===== src/rtl/alu.sv =====
// Signed BW-bit ALU: result plus {overflow, negative, zero} flags, captured on the clock edge (1-cycle latency).
// Accepts one operation every cycle; no backpressure. Synchronous active-low reset loads out=0, flags=3'b001.
module alu #(
   parameter int BW = 16
) (
   input  logic          clk,
   input  logic          rst_n,
   input  logic [BW-1:0] in_a,
   input  logic [BW-1:0] in_b,
   input  logic [3:0]    opcode,
   output logic [BW-1:0] out,
   output logic [2:0]    flags
);

   localparam logic [3:0] OP_ADD  = 4'b0000;
   localparam logic [3:0] OP_SUB  = 4'b0001;
   localparam logic [3:0] OP_AND  = 4'b0010;
   localparam logic [3:0] OP_OR   = 4'b0011;
   localparam logic [3:0] OP_XOR  = 4'b0100;
   localparam logic [3:0] OP_INC  = 4'b0101;
   localparam logic [3:0] OP_MOVA = 4'b0110;
   localparam logic [3:0] OP_MOVB = 4'b0111;

   logic [BW:0]   a_ext;
   logic [BW:0]   b_ext;
   logic [BW:0]   exact;
   logic          is_arith;
   logic [BW-1:0] res;
   logic          ovf;
   logic          neg;

   logic [BW-1:0] out_d, out_q;
   logic [2:0]    flags_d, flags_q;

   always_comb begin
      a_ext    = {in_a[BW-1], in_a};
      b_ext    = {in_b[BW-1], in_b};
      exact    = '0;
      is_arith = 1'b0;
      res      = '0;
      case (opcode)
         OP_ADD: begin
            exact    = a_ext + b_ext;
            is_arith = 1'b1;
         end
         OP_SUB: begin
            exact    = a_ext - b_ext;
            is_arith = 1'b1;
         end
         OP_INC: begin
            exact    = a_ext + {{BW{1'b0}}, 1'b1};
            is_arith = 1'b1;
         end
         OP_AND:  res = in_a & in_b;
         OP_OR:   res = in_a | in_b;
         OP_XOR:  res = in_a ^ in_b;
         OP_MOVA: res = in_a;
         OP_MOVB: res = in_b;
         default: res = '0;
      endcase

      // The exact BW+1-bit result always fits; overflow means it cannot be narrowed to BW bits.
      if (is_arith) begin
         res = exact[BW-1:0];
         ovf = exact[BW] ^ exact[BW-1];
         neg = exact[BW];
      end else begin
         ovf = 1'b0;
         neg = res[BW-1];
      end

      out_d   = res;
      flags_d = {ovf, neg, ~|res};
   end

   always_ff @(posedge clk) begin
      if (!rst_n) begin
         out_q   <= '0;
         flags_q <= 3'b001;
      end else begin
         out_q   <= out_d;
         flags_q <= flags_d;
      end
   end

   assign out   = out_q;
   assign flags = flags_q;

endmodule


===== config.mk =====
export PLATFORM = sky130hd
export DESIGN_NAME = alu
export DESIGN_NICKNAME = d
export VERILOG_FILES = /design/src/rtl/alu.sv
export SDC_FILE = /design/constraint.sdc
export NUM_CORES = 1
export LEC_CHECK = 0
export ABC_AREA = 1
export CORE_MARGIN = 1.5
export CORE_UTILIZATION = 35
export DETAILED_ROUTE_END_ITERATION = 12
export GPL_TIMING_DRIVEN = 0
export PLACE_DENSITY = 0.6
export SETUP_SLACK_MARGIN = 0.2
export SYNTH_ARGS = -nofsm -noshare
export SYNTH_HDL_FRONTEND = slang
export SYNTH_SLANG_ARGS = --single-unit

===== constraint.sdc =====
create_clock -name clk -period 7.93 [get_ports clk]
set_input_delay 1.1895 -clock clk [delete_from_list [all_inputs] [get_ports clk]]
set_output_delay 1.1895 -clock clk [all_outputs]
set_load 0.02 [all_outputs]

==> results_dict.tcl, run 1 <==
set metrics [dict create \
    status "finished, final reports clean" \
    path_max_fanout 10 \
    synth-seq-cells 19 \
    die_area_sq_um 10100 \
    grt_max_degree 11 \
    grt_pass1_wl_mm 15.8 \
    cts_setup_buffers 0 \
    synthArstFlopShare 0 \
    vias 3677 \
    p_per_area_nw_per_um2 96.1 \
    worst_pin_slew_ps 506 \
    ir_worst_vdd_v 0.0000468 \
    hpwlAfterDp_mm 8.29 \
    gp_congestion 0.906 \
    rsz0062_at_grt "no" \
    synth_ff_type "dfxtp_1" \
    diodes 0 \
    relSlewSlack 0.660 \
    place_area_sq_um 4040 \
    worstSetupPathType "in -> reg" \
    post-route-period-util 0.557 \
    portBuffers 56 \
    num-fill-cells 1005 \
    syn_nets 650 \
    cp-end-kind "flip-flop" \
    hp-class "in -> reg" \
    drtIter0Drc 164 \
    initial_utilization 0.359 \
    place_ws_ps 3320 \
    top_level_ports 57 \
    die_x_microns 100 \
    dr.pass1.iters 4 \
    antenna_found_initial 0 \
    syn-cell-area_sq_um 3320 \
    areaGrowthSynthToFinish_pct 23.1 \
    layout.cells.non_filler 749 \
    grt_pass1_vias 3270 \
    finalHoldViolCount 0 \
    setup_viol 0 \
    grt.total_usage 0.196 \
    cts-root-buf "clkbuf_8" \
    core_sq_um 9240 \
    utilization 0.442 \
    cts_resized 0 \
    yosysWarnings 0 \
    fin_hold_ws_ps 1500 \
    setup_tns_ps 0 \
    slew_viol_final 0 \
    power_uw 393 \
    drcViolationCount 0 \
    wl_per_cell_microns 12.9 \
    rows 35 \
    syn_inst 560 \
    critPathRequiredTime_ps 8120 \
    die_h_microns 100 \
    ctsHoldBuffers 0 \
    path_clk_slew_ps 60 \
    drv_cap 0 \
    postSynthAreaPerCell_sq_um 5.93 \
    cts-buffers-inserted 3 \
    ant_nets 0 \
    fin_ws_ps 3520 \
    cts.sinks 19 \
    dp_cells 745 \
    worst_setup_path_start_kind "input port" \
    fin_area_sq_um 4090 \
    fmax_ghz 0.227 \
    finalCriticalPeriod_ps 4410 \
    drt-vias-per-instance 4.91 \
    drive_above_1_share 0.0774 \
    htree_levels 1 \
    synth_seq_area_share 0.115 \
    clock_path_buffers 2 \
    synth.distinct_cells 37 \
    finalWirelength_mm 9.63 \
    grt_overflow 0 \
    leakage_nw 2.11 \
    synth-edff-count 0 \
    worstPathArrival_ps 4610 \
    fin_nets 711 \
    cts_tree "yes" \
]
metal layers:
layer / vias to the layer above / GRT usage / part of all wire
li1: 1931 / - / -
met2: 86 / 0.312 / 0.44
met4: 0 / 0.0444 / 0.013
met5: - / 0 / 0
met1: 1650 / 0.291 / 0.51
met3: 10 / 0.0104 / 0.035
synth_stat cells (3+ instances only):
cell,number,area share
nor2_2,4,0.0075
nand3b_1,4,0.0090
nor2_4,3,0.010
dfxtp_1,19,0.11
ha_1,51,0.19
nand2_2,10,0.019
or2_2,5,0.0094
nand4_1,10,0.019
nand3_1,55,0.083
inv_1,97,0.11
nand3_2,3,0.0090
inv_2,6,0.0068
o21ai_0,20,0.030
o211ai_1,8,0.018
o22ai_1,15,0.028
o21ai_1,3,0.0045
nor3_1,11,0.017
a21oi_1,27,0.041
buf_4,4,0.0090
nand2_1,137,0.15
nor2_1,48,0.054
critical path, cell delays in order:
cell	delay [ps]
clkdlybuf4s50_1	500
nor2_4	200
nand2_2	120
nor2_1	190
buf_4	220
inv_1	100
or2_2	290
nand3_1	70
o21ai_0	100
ha_1	420
nand2_1	110
nor2_1	100
nor2_1	60
o21ai_1	230
nand3_1	140
nand2_1	90
nand2_1	50
nand3_1	80
nand2_1	50
nor2_1	110
nand3_1	80
nand2_1	60
registers in the layout (all words and copies together) (netlist names):
register,cells
flags,3
out,16
logic make-up after synthesis:
family,share of synthesized area
XOR/XNOR,0.00264
AO/OA/AOI/OAI,0.140
flip-flops,0.115
AND/OR/NAND/NOR,0.409
adder cells (fa/ha/maj),0.198
buffers and inverters,0.136
power by group:
group | total (mW) | internal, mW | switching (mW)
Clock | 0.0634 | 0.0356 | 0.0278
Sequential | 0.104 | 0.102 | 0.00151
Combinational | 0.225 | 0.0890 | 0.136
Total | 0.393 | 0.227 | 0.166
cell type report:
cell class              instances  area, sq um  share of cell area
clock buffers                   4         45.0              0.0110
plain buffers                   9         65.1              0.0159
multi-input cells             429         2490               0.609
flip-flops and latches         19          380              0.0931
inverters                     103          387              0.0946
repair buffers                 56          561               0.137
well taps                     129          161              0.0395
path summary, 6_finish.rpt:
path | startpoint | depth (start not counted) | slack [ps] | endpoint
max | opcode[3] | 22 | 3520 | flags[0]
min | rst_n | 2 | 1500 | flags[0]
cells in the final DEF, fill, tap and decap left out:
cell type,instances
inv_2,6
nand4_2,1
nand4_1,10
nand2_1,137
buf_4,4
buf_2,1
a21oi_2,1
nand3b_1,4
o211ai_1,8
or2_2,5
ha_1,51
nor3_2,1
o211ai_2,1
o21a_1,1
nand2_2,10
a21oi_1,27
fa_1,1
nor2_2,4
nor2_4,3
and2_1,2
buf_6,2
o21ai_1,3
o21bai_1,1
nor2_1,48
clkbuf_1,3
a211oi_1,1
clkbuf_8,3
nand3_2,3
o21ai_2,1
o22ai_1,15
xor2_1,1
dfxtp_1,19
o31ai_1,1
nand2_4,2
inv_1,97
nand3_1,55
nor3_1,11
o21ai_0,20
clkdlybuf4s50_1,56
Power figures use the tool's default switching activity.
==> run 2: changes to the inputs <==
==> constraint.sdc (replaced) <==
create_clock -name clk -period 4.45 [get_ports clk]
set_input_delay 0.6675 -clock clk [delete_from_list [all_inputs] [get_ports clk]]
set_output_delay 0.6675 -clock clk [all_outputs]
set_load 0.02 [all_outputs]
==> results of run 2 <==
Same layout as run 1 (identical final DEF). Status: finished, final reports clean.
Among the figures that moved: setup slack after placement 3320 ps -> 357 ps; setup slack after layout 3520 ps -> 559 ps; hold slack 1500 ps -> 981 ps; total power 0.393 mW -> 0.700 mW; worst IR drop on VDD 0.0000468 V -> 0.0000834 V
